### src/rtl/snake_game_ctrl.sv
// Game-control stage of the snake game: start-key debounce, START/PLAY/END FSM,
// eat/collision detection, score pulse generation and LFSR-driven apple relocation.
//
// state    | meaning
// ST_START | waiting for a start press, head updates ignored
// ST_PLAY  | game running, eat/collision evaluated on every Head_valid
// ST_END   | game over, waiting for a press to return to START
// P_IDLE   | no score pulse in flight
// P_HIGH   | Body_add_sig asserted for ADD_PULSE_CYCLES
// P_GAP    | enforced low time before another pulse may start
module snake_game_ctrl #(
    parameter int unsigned DEBOUNCE_CYCLES  = 1_000_000,
    parameter int unsigned ADD_PULSE_CYCLES = 16,
    parameter int unsigned GRID_W           = 40,
    parameter int unsigned GRID_H           = 30
) (
    input  logic       Clk_50mhz,
    input  logic       Rst,
    input  logic       Key_start,
    input  logic       Head_valid,
    input  logic [5:0] Head_x,
    input  logic [5:0] Head_y,
    input  logic       Hit_wall,
    input  logic       Hit_body,
    output logic [2:0] Game_status,
    output logic       Body_add_sig,
    output logic [5:0] Apple_x,
    output logic [5:0] Apple_y,
    output logic       Apple_valid
);

    localparam int DB_W = (DEBOUNCE_CYCLES > 1) ? $clog2(DEBOUNCE_CYCLES) : 1;
    localparam int P_W  = (ADD_PULSE_CYCLES > 1) ? $clog2(ADD_PULSE_CYCLES) : 1;
    localparam logic [DB_W-1:0] DB_LOAD = DB_W'(DEBOUNCE_CYCLES - 1);
    localparam logic [P_W-1:0]  P_LOAD  = P_W'(ADD_PULSE_CYCLES - 1);
    localparam logic [15:0]     LFSR_SEED = 16'hACE1;

    typedef enum logic [2:0] {
        ST_START = 3'b001,
        ST_PLAY  = 3'b010,
        ST_END   = 3'b100
    } game_state_t;

    typedef enum logic [1:0] {
        P_IDLE = 2'd0,
        P_HIGH = 2'd1,
        P_GAP  = 2'd2
    } pulse_state_t;

    logic            key_meta_q, key_sync_q;
    logic            key_level_q, key_level_d;
    logic [DB_W-1:0] db_cnt_q, db_cnt_d;
    logic            press_q, press_d;

    game_state_t     state_q, state_d;
    pulse_state_t    pst_q, pst_d;
    logic [P_W-1:0]  pcnt_q, pcnt_d;
    logic            pend_q, pend_d;
    logic            body_q;

    logic [15:0]     lfsr_q, lfsr_d;
    logic [5:0]      last_hx_q, last_hy_q;
    logic [5:0]      apple_x_q, apple_x_d, apple_y_q, apple_y_d;
    logic            apple_valid_q, apple_valid_d;

    logic            collide, eat;
    logic            eat_req, reloc_start, leave_play;
    logic [5:0]      cand_x, cand_y;
    logic            cand_ok;

    // Start key: synchronise, then accept a level only after it has been stable long enough.
    always_comb begin
        key_level_d = key_level_q;
        db_cnt_d    = DB_LOAD;
        press_d     = 1'b0;
        if (key_sync_q != key_level_q) begin
            if (db_cnt_q == '0) begin
                key_level_d = key_sync_q;
                press_d     = ~key_sync_q;
            end else begin
                db_cnt_d = db_cnt_q - DB_W'(1);
            end
        end
    end

    always_ff @(posedge Clk_50mhz or posedge Rst) begin
        if (Rst) begin
            key_meta_q  <= 1'b1;
            key_sync_q  <= 1'b1;
            key_level_q <= 1'b1;
            db_cnt_q    <= DB_LOAD;
            press_q     <= 1'b0;
        end else begin
            key_meta_q  <= Key_start;
            key_sync_q  <= key_meta_q;
            key_level_q <= key_level_d;
            db_cnt_q    <= db_cnt_d;
            press_q     <= press_d;
        end
    end

    assign collide = Head_valid & (Hit_wall | Hit_body);
    assign eat     = Head_valid & ~Hit_wall & ~Hit_body & apple_valid_q &
                     (Head_x == apple_x_q) & (Head_y == apple_y_q);

    always_comb begin
        state_d     = state_q;
        reloc_start = 1'b0;
        eat_req     = 1'b0;
        leave_play  = 1'b0;
        unique case (state_q)
            ST_START: begin
                if (press_q) begin
                    state_d     = ST_PLAY;
                    reloc_start = 1'b1;
                end
            end
            ST_PLAY: begin
                if (collide) begin
                    state_d    = ST_END;
                    leave_play = 1'b1;
                end else if (eat) begin
                    eat_req     = 1'b1;
                    reloc_start = 1'b1;
                end
            end
            ST_END: begin
                if (press_q) state_d = ST_START;
            end
            default: state_d = ST_START;
        endcase
    end

    // A request at GAP expiry (pending or fresh) goes straight to HIGH so the low gap is exact.
    always_comb begin
        pst_d  = pst_q;
        pcnt_d = pcnt_q;
        pend_d = pend_q;
        unique case (pst_q)
            P_IDLE: begin
                if (eat_req) begin
                    pst_d  = P_HIGH;
                    pcnt_d = P_LOAD;
                end
            end
            P_HIGH: begin
                if (eat_req) pend_d = 1'b1;
                if (pcnt_q == '0) begin
                    pst_d  = P_GAP;
                    pcnt_d = P_LOAD;
                end else begin
                    pcnt_d = pcnt_q - P_W'(1);
                end
            end
            P_GAP: begin
                if (pcnt_q == '0) begin
                    pcnt_d = P_LOAD;
                    if ((pend_q && !leave_play) || eat_req) begin
                        pst_d  = P_HIGH;
                        pend_d = 1'b0;
                    end else begin
                        pst_d = P_IDLE;
                    end
                end else begin
                    if (eat_req) pend_d = 1'b1;
                    pcnt_d = pcnt_q - P_W'(1);
                end
            end
            default: begin
                pst_d  = P_IDLE;
                pcnt_d = P_LOAD;
                pend_d = 1'b0;
            end
        endcase
        if (leave_play) pend_d = 1'b0;
    end

    assign lfsr_d  = {lfsr_q[14:0], lfsr_q[15] ^ lfsr_q[13] ^ lfsr_q[12] ^ lfsr_q[10]};
    assign cand_x  = lfsr_q[5:0];
    assign cand_y  = lfsr_q[11:6];
    assign cand_ok = ({1'b0, cand_x} < 7'(GRID_W)) && ({1'b0, cand_y} < 7'(GRID_H)) &&
                     !((cand_x == last_hx_q) && (cand_y == last_hy_q));

    always_comb begin
        apple_x_d     = apple_x_q;
        apple_y_d     = apple_y_q;
        apple_valid_d = apple_valid_q;
        if (reloc_start) begin
            apple_valid_d = 1'b0;
        end else if (!apple_valid_q && cand_ok) begin
            apple_x_d     = cand_x;
            apple_y_d     = cand_y;
            apple_valid_d = 1'b1;
        end
    end

    always_ff @(posedge Clk_50mhz or posedge Rst) begin
        if (Rst) begin
            state_q       <= ST_START;
            pst_q         <= P_IDLE;
            pcnt_q        <= P_LOAD;
            pend_q        <= 1'b0;
            body_q        <= 1'b0;
            lfsr_q        <= LFSR_SEED;
            last_hx_q     <= '0;
            last_hy_q     <= '0;
            apple_x_q     <= 6'd10;
            apple_y_q     <= 6'd10;
            apple_valid_q <= 1'b1;
        end else begin
            state_q       <= state_d;
            pst_q         <= pst_d;
            pcnt_q        <= pcnt_d;
            pend_q        <= pend_d;
            body_q        <= (pst_d == P_HIGH);
            lfsr_q        <= lfsr_d;
            apple_x_q     <= apple_x_d;
            apple_y_q     <= apple_y_d;
            apple_valid_q <= apple_valid_d;
            if (Head_valid) begin
                last_hx_q <= Head_x;
                last_hy_q <= Head_y;
            end
        end
    end

    assign Game_status  = state_q;
    assign Body_add_sig = body_q;
    assign Apple_x      = apple_x_q;
    assign Apple_y      = apple_y_q;
    assign Apple_valid  = apple_valid_q;

endmodule
### config.mk
export PLATFORM = sky130hd
export DESIGN_NAME = snake_game_ctrl
export DESIGN_NICKNAME = d
export VERILOG_FILES = /design/src/rtl/snake_game_ctrl.sv
export SDC_FILE = /design/constraint.sdc
export NUM_CORES = 1
export LEC_CHECK = 0
export CORE_ASPECT_RATIO = 0.8
export CORE_MARGIN = 2
export CORE_UTILIZATION = 51
export CTS_CLUSTER_DIAMETER = 50
export DETAILED_ROUTE_END_ITERATION = 7
export GPL_ROUTABILITY_DRIVEN = 0
export HOLD_SLACK_MARGIN = 0.05
export PLACE_DENSITY = 0.76
export SLEW_MARGIN = 20
export SYNTH_ARGS = -nofsm -noshare
export SYNTH_HDL_FRONTEND = slang
export SYNTH_SLANG_ARGS = --single-unit
### constraint.sdc
create_clock -name Clk_50mhz -period 2.3 [get_ports Clk_50mhz]
set_input_delay 0.46 -clock Clk_50mhz [delete_from_list [all_inputs] [get_ports Clk_50mhz]]
set_output_delay 0.46 -clock Clk_50mhz [all_outputs]
set_load 0.02 [all_outputs]
# After elaboration in Yosys (flattened, before gate mapping)
# Index checks and enable logic that the tools add are counted.
classes:
  n_addsub: 2
  mul: 0
  div: 0
  n_lt_le_gt_ge: 2
  n_eq_ne: 17
  shifts: 0
  muxes: 30
  bitwise_logic: 14
  n_reduce_logical: 18
ops:
  columns: ["cell", "count"]
  rows:
  - ["2-to-1 mux 20 bit", 2]
  - ["== test 6 bit", 4]
  - ["zero test 20 bit", 1]
  - ["subtractor 20 x 1 -> 20 bit (second input constant)", 1]
  - ["2-to-1 mux 1 bit", 15]
  - ["inequality test 2 bit (second input constant)", 5]
  - ["2-to-1 mux 3 bit", 3]
  - ["case mux 3 bit (3 select lines)", 1]
  - ["2-to-1 mux 4 bit", 2]
  - ["case mux 4 bit (2 select lines)", 1]
  - ["bitwise AND 1 bit", 6]
  - ["less-than comparator 6 x 5 -> 1 bit (second input constant)", 1]
  - ["less-than comparator 6 bit (second input constant)", 1]
  - ["2-to-1 mux 2 bit", 3]
  - ["case mux 2 bit (3 select lines)", 1]
  - ["AND reduction 2 bit", 3]
  - ["logical AND 1 bit", 5]
  - ["== test 2 x 1 -> 1 bit (second input constant)", 2]
  - ["zero test 4 bit", 1]
  - ["inequality test 4 bit (second input constant)", 1]
  - ["NOT 1 bit", 4]
  - ["subtractor 4 x 1 -> 4 bit (second input constant)", 1]
  - ["== test 3 x 1 -> 1 bit (second input constant)", 1]
  - ["== test 3 x 2 -> 1 bit (second input constant)", 1]
  - ["13 further kinds", 17]
totals:
  ff_bits: 76
  latchBits: 0
  mem_bits_rw: 0
  mem_bits_ro: 0
  inputBits: 18
  output_inout_bits: 17
  word_cells: 99
  mem_count: 0

# Depth between registers and ports, before layout
# Gate-level depths: netlist of the first run.
logic_depth:
  word_depth: 14
  mapped_depth: 8
  depth_no_buf: 8

# Least setup slack after synthesis of the first run
# No wires, ideal clock.
synth_path:
  kind: "reg-to-reg"
  start: "reg apple_x_q[1] (netlist: Apple_x[1])"
  end: "reg apple_x_q[0] (netlist: Apple_x[0])"
  setup_ns: 0.125
  arrival_ns: 2.114
  setup_slack_ns: 0.062
  path_stages_with_launch: 9
  n_path_buf: 2
  synth_period_minus_slack_ns: 2.238
  path_cell_list: "dfstp_2 -> xnor2_1 -> nand4_1 -> nor4_2 -> o21bai_1 -> or3_1 -> clkbuf_1 -> buf_4 -> mux2_2"
synth_between:
  elab_chain_cells: 8
synth_lines:
  columns: ["element", "line", "text"]
  rows:
  - ["start, declared", "63", "logic [5:0] apple_x_q, apple_x_d, apple_y_q, apple_y_d;"]
  - ["start signal, assigned", "217", "apple_x_q <= apple_x_d;"]
  - ["== test 6 bit", "104", "(Head_x == apple_x_q) & (Head_y == apple_y_q);"]
  - ["bitwise AND 1 bit", "103", "assign eat = Head_valid & ~Hit_wall & ~Hit_body & apple_valid_q &"]
  - ["bitwise AND 1 bit", "104", null]
  - ["2-to-1 mux 1 bit", "122", "end else if (eat) begin"]
  - ["2-to-1 mux 1 bit", "119", "if (collide) begin"]
  - ["case mux 1 bit (2 select lines)", "111", "unique case (state_q)"]
  - ["NOT 1 bit (no source line)", null, null]
  - ["AND reduction 2 bit (no source line)", null, null]
# Every way passes these cells.
# A chain may end at the register's enable or synchronous reset.

# Worst setup path after layout of the first run
layout_path:
  start: "in Head_y[3]"
  end: "reg apple_x_q[0] (netlist: Apple_x[0])"
layout_between:
  elab_chain_cells: 7
layout_lines:
  columns: ["element", "line", "text"]
  rows:
  - ["start, declared", "22", "input logic [5:0] Head_y,"]
  - ["== test 6 bit", "104", null]
  - ["bitwise AND 1 bit", "104", null]
  - ["2-to-1 mux 1 bit", "122", null]
  - ["2-to-1 mux 1 bit", "119", null]
  - ["case mux 1 bit (2 select lines)", "111", null]
  - ["NOT 1 bit (no source line)", null, null]
  - ["AND reduction 2 bit (no source line)", null, null]
# Every way passes these cells.

==> results of run 1 <==
==> path summary, 6_finish.rpt <==
check                                       start                        to  slack, ns  cells after the start
setup / recovery                        Head_y[3]    Apple_x[0]$_DFFE_PP0P_       0.08                      8
min in group asynchronous                     Rst  last_hy_q[0]$_DFFE_PP0P_       0.49                      2
setup reg to reg           Apple_x[1]$_DFFE_PP1P_    Apple_x[0]$_DFFE_PP0P_       0.16                      7
hold / removal               key_meta_q$_DFF_PP1_      key_sync_q$_DFF_PP1_       0.36                      0
max in group asynchronous                     Rst    Apple_x[3]$_DFFE_PP1P_       1.23                      3
hold reg to reg              key_meta_q$_DFF_PP1_      key_sync_q$_DFF_PP1_       0.36                      0
==> flip-flops by register name, indices dropped and copies added, names as in the netlist, 2 cells and up <==
signal       cells
last_hx_q        6
pcnt_q           4
Apple_x          6
db_cnt_q        20
lfsr_q          16
pst_q            2
Apple_y          6
last_hy_q        6
Game_status      3
==> cells in the mapped netlist (4+ instances only) <==
library cell / instances / area [µm²]
dfrtp_1: 43 / 1076
xnor2_1: 41 / 359.1
dfstp_2: 33 / 867.1
mux2_2: 23 / 259.0
nor2_1: 22 / 82.58
inv_1: 11 / 41.29
nor3_1: 11 / 55.05
nand2_1: 10 / 37.54
nand2_2: 9 / 56.30
nand4_1: 9 / 56.30
ha_1: 8 / 100.1
a21oi_1: 7 / 35.03
o21ai_0: 7 / 35.03
nand3_1: 5 / 25.02
nor4_1: 4 / 25.02
xor2_1: 4 / 35.03
==> metal layers <==
metal	GRT usage	part of all wire	vias to the layer above
li1	-	-	1079
met1	0.2872	0.51	1086
met2	0.2569	0.43	34
met3	0.06602	0.048	4
met4	0.04286	0.0062	0
met5	0	0	-
==> area by class of cell <==
class / instances / area share
Sequential cell: 76 / 0.4639
Multi-Input combinational cell: 192 / 0.3450
Timing Repair Buffer: 46 / 0.1087
Clock buffer: 12 / 0.03465
Tap cell: 84 / 0.02509
Clock inverter: 4 / 0.01195
Inverter: 11 / 0.01075
==> where the power goes <==
part	switching [mW]	internal (mW)	leakage (nW)
sequential	0.0214	1.37	0.918
combinational	0.0797	0.0911	0.716
clock	0.460	0.530	0.0926
==> worst max-delay path: cells and delay by family <==
family | cells | cell delay (ns)
buffers and inverters | 2 | 0.67
AND/OR/NAND/NOR | 3 | 0.67
multiplexers | 1 | 0.34
AO/OA/AOI/OAI | 1 | 0.16
XOR/XNOR | 1 | 0.14
==> through the flow <==
stage	power, mW	hold WS (ns)	TNS [ns]
2_1_floorplan	1.515	0.3330	0
3_3_place_gp	1.587	0.3393	-2.656
3_5_place_dp	1.589	0.3457	-2.951
4_1_cts	2.587	0.3580	0
5_1_grt	2.661	0.3648	0
6_report	2.553	0.3573	0
==> cell usage in the layout, fill, tap and decap left out, types with 7 or more instances in the layout <==
cell	count
mux2_2	23
inv_1	10
a21oi_1	7
nor3_1	11
nand4_1	9
nand2_2	9
dfrtp_1	43
clkdlybuf4s50_1	34
nor2_1	22
xnor2_1	41
dfstp_2	33
nand2_1	10
clkbuf_8	10
o21ai_0	7
buf_4	10
ha_1	8
==> kinds of logic after synthesis <==
group | after synthesis
compound gates | 23
xor+xnor | 45
flops | 76
fa+ha+maj | 8
simple gates | 92
buf+inv | 16
mux | 24
==> results.toml, run 1 <==
[setup_path]
startpoint_type = "input port"
cp-end-kind = "register"
slowest_delay_ns = 0.51
crit_chain = "clkdlybuf4s50_1 -> xnor2_1 -> nand4_1 -> nor4_2 -> o21bai_1 -> or3_1 -> buf_4 -> mux2_2"
cp.required_ns = 2.53
crit_path_top_delay_cell = "clkdlybuf4s50_1"
crit_arrival_ns = 2.44
worst-path-max-fanout = 7
critPathKind = "in2reg"

[synth]
synth-xor-area-share = 0.1136
syn-instance-count = 284
synthesis.area_mm2 = 0.003468
post_synth_and_or_nand_nor_area_fraction = 0.1566
ys_seq_area_frac = 0.5602
yosysUniqueCellTypes = 42
synthAdderAreaFrac = 0.02886
synth_compound_area_frac = 0.03968
synth_seq_cells = 76
async_flop_share = 1.000
synth_edf_count = 0
syn_nets = 310
synth_top_family_by_area = "simple AND/OR/NAND/NOR gates"
syn_area_per_cell_um2 = 12.21
yosysWarnings = 0
ys.flop_type = "dfrtp_1"
synth_mux_area_frac = 0.07792

[clocking]
cts_root_buffer = "clkbuf_8"
clock-sinks = 76
cts_max_level = 3
postCtsSetupBuffers = 0
numCtsBuffers = 9
cts_tree = "done"
ctsResizeCount = 0
clk_pin_slew_ns = 0.07
clk_latency_ns = 0.34
clockBufferDepth = 2
hold_buffers = 0

[global_route]
grt_max_degree = 25
first_global_vias = 2150
antenna_found_initial = 0
track_usage = 0.1881
gr-total-overflow = 0
grt_pass1_wl_um = 10650

[routing]
wirelength_um = 6159
first_iter_violations = 64
drc = 0
via_per_inst = 5.184
vias = 2203
ant_nets = 0
drtPass1Iterations = 5
post_drt_wl_per_cell_um = 14.49

[sta]
slew_violations = 0
slew_headroom = 0.5710
finalHoldViolations = 0
finClkSkew_ns = 0.009438
period_share = 0.9640
max_freq_ghz = 0.4510
worstMarginPinSlew_ns = 0.6421
setup_viol = 0
post-route-min-period_ns = 2.217
grt_setup_unrepaired = "false"
fin_ws_ns = 0.08287

[finish]
multi_input_area_mm2 = 0.001445
antenna_cells = 0
fin_cells = 425
fill_cells = 504
final_nets = 362
seq_area_mm2 = 0.001943
fin_util = 0.6471
area.growth.synth_to_final_pct = 20.78
layout-drive-gt1-share = 0.2991
design_area_mm2 = 0.004189

[die]
die_w_um = 96.20
die_h_um = 77.76
coreArea_mm2 = 0.006474
io_pins = 35
die_area_mm2 = 0.007481
initial_core_util = 0.5358
core.rowCount = 26

[placed_design]
hpwl_um = 4438
place_ws_ns = -0.2433
dp_cells = 409
portBuffers = 34
dpl_cell_area_mm2 = 0.003994

[job]
cap_violations = 0

[min_path]
hold_class = "reg2reg"

[pwr]
leakage_nw = 1.727
powerDensity_mw_per_mm2 = 609.5
irDropWorstVdd_uv = 354.9

[outcome]
status = "finished clean"
(Power assumes the default switching activity.)
==> run 2, diff against run 1 <==
--- a/config.mk
+++ b/config.mk
@@ -15,3 +15,2 @@
 export PLACE_DENSITY = 0.76
-export SLEW_MARGIN = 20
 export SYNTH_ARGS = -nofsm -noshare
==> constraint.sdc (replaced) <==
create_clock -name Clk_50mhz -period 2.3 [get_ports Clk_50mhz]
set_input_delay 0.69 -clock Clk_50mhz [delete_from_list [all_inputs] [get_ports Clk_50mhz]]
set_output_delay 0.69 -clock Clk_50mhz [all_outputs]
set_load 0.02 [all_outputs]
==> results.toml, run 2 (synthesis gave the netlist of run 1 again) <==
[clocking]
clockBufferDepth = 2
numCtsBuffers = 9
clock-sinks = 76
clk_latency_ns = 0.34
cts_root_buffer = "clkbuf_8"
cts_max_level = 3
clk_pin_slew_ns = 0.07
cts_tree = "done"

[sta]
max_freq_ghz = 0.4413
slew_violations = 0
grt_setup_unrepaired = "true"
post-route-min-period_ns = 2.266
worstMarginPinSlew_ns = 0.6532
period_share = 0.9852
finalHoldViolations = 0
finClkSkew_ns = 0.01201
setup_viol = 0
fin_ws_ns = 0.03408
slew_headroom = 0.5636

[placed_design]
dp_cells = 405
hpwl_um = 4488
place_ws_ns = -0.6302
portBuffers = 34
dpl_cell_area_mm2 = 0.003964

[die]
die_h_um = 77.76
core.rowCount = 26
io_pins = 35
coreArea_mm2 = 0.006474
initial_core_util = 0.5358
die_w_um = 96.20
die_area_mm2 = 0.007481

[finish]
fin_util = 0.6585
design_area_mm2 = 0.004263
area.growth.synth_to_final_pct = 22.91
largest_reg_flops = 20
final_nets = 362
fin_cells = 425
antenna_cells = 0
top_regs = "db_cnt_q x20, lfsr_q x16"
top_register = "db_cnt_q"
layout-drive-gt1-share = 0.3196
final_common_cell = "dfrtp_1"
final_cell_mix = "43 x dfrtp_1, 39 x xnor2_1, 33 x dfstp_2"

[setup_path]
r2r_start = "Game_status[0]$_DFFE_PP1P_"
r2r_cells = 8
crit_arrival_ns = 2.49
cp.required_ns = 2.53
reg2reg_slack_ns = 0.06
worst-path-max-fanout = 6
startpoint_type = "input port"
critPathKind = "in2reg"
rr_endpoint = "Apple_x[4]$_DFFE_PP0P_"
cp-end-kind = "register"

[min_path]
min-delay-start = "lfsr_q[14]$_DFF_PP0_"
min_path_cells = 0
min_to = "lfsr_q[15]$_DFF_PP1_"
hold_class = "reg2reg"

[pwr]
power.total_mw = 2.572
leakage_nw = 1.807
irDropWorstVdd_uv = 414.9
powerDensity_mw_per_mm2 = 603.3

[global_route]
antenna_found_initial = 0
grt_use_met2 = 0.2653
first_global_vias = 2209
grt_pass1_wl_um = 10990
grt_util_met3 = 0.05631
gr-total-overflow = 0
grt_max_degree = 77
track_usage = 0.1934
busiest_layer = "met1"
met1_usage = 0.2920

[outcome]
status = "finished clean"

[routing]
wirelength_um = 6506
drtPass1Iterations = 4
post_drt_wl_per_cell_um = 15.31
first_iter_violations = 116
vias = 2216
ant_nets = 0
via_per_inst = 5.214
drc = 0

[job]
cap_violations = 0
==> run 2: worst max path at each step <==
| stage | slack, ns | cells after the start | end | start |
|---|---|---|---|---|
| 2_1_floorplan | 0.01 | 8 | Apple_x[0]$_DFFE_PP0P_ | Head_valid |
| 3_3_place_gp | -0.54 | 8 | Apple_x[0]$_DFFE_PP0P_ | Head_valid |
| 3_5_place_dp | -0.63 | 8 | Apple_x[4]$_DFFE_PP0P_ | Head_valid |
| 4_1_cts | 0.04 | 1 | Game_status[0] | Game_status[0]$_DFFE_PP1P_ |
| 5_1_grt | -0.007 | 8 | Apple_y[4]$_DFFE_PP0P_ | Head_x[0] |
| 6_report | 0.03 | 8 | Apple_y[4]$_DFFE_PP0P_ | Head_x[2] |
==> run 2: layout make-up <==
class	instances	area (µm²)
sequential	76	1943
timing repair buffer	46	465.4
clock buffer	12	155.1
tap	84	105.1
fill	499	2211
inverter	11	45.04
multi-input combinational	192	1501
clock inverter	4	47.55
==> run 2: layer usage <==
layer | up-vias | wire [µm]
li1 | 1075 | -
met1 | 1084 | 3334
met2 | 51 | 2843
met3 | 6 | 259
met4 | 0 | 69
met5 | - | 0
==> run 2: worst max-delay path, cell delays in order <==
cell and delay (ns):
dlygate4sd2_1 0.25, xnor2_1 0.16, nand4_1 0.22, nor4_4 0.28, o21bai_4 0.17, or3_4 0.14
bufbuf_16 0.25, mux2_2 0.32
==> run 2: per-stage QoR <==
step / hold WS [ns] / setup TNS, ns
finish: 0.3671 / 0
global route: 0.3818 / -0.006688
CTS: 0.3713 / 0
detailed placement: 0.3464 / -10.22
global placement: 0.3363 / -8.872
floorplan: 0.3330 / 0
==> run 2: where the power goes <==
group          internal, mW  switching [mW]  leakage (nW)
combinational        0.0818          0.0809         0.786
sequential             1.37          0.0207         0.918
clock                 0.557           0.459         0.102
total                  2.01           0.561          1.81
==> run 2: repair_timing <==
item | 4_1_cts | 5_1_grt
resized for setup | 20 | 8
setup buffers | 2 | 1
endpoints found under the setup margin | 17 | 16
pin swaps | 11 | 6
hold buffers | 0 | 0
gates cloned | 1 | 0
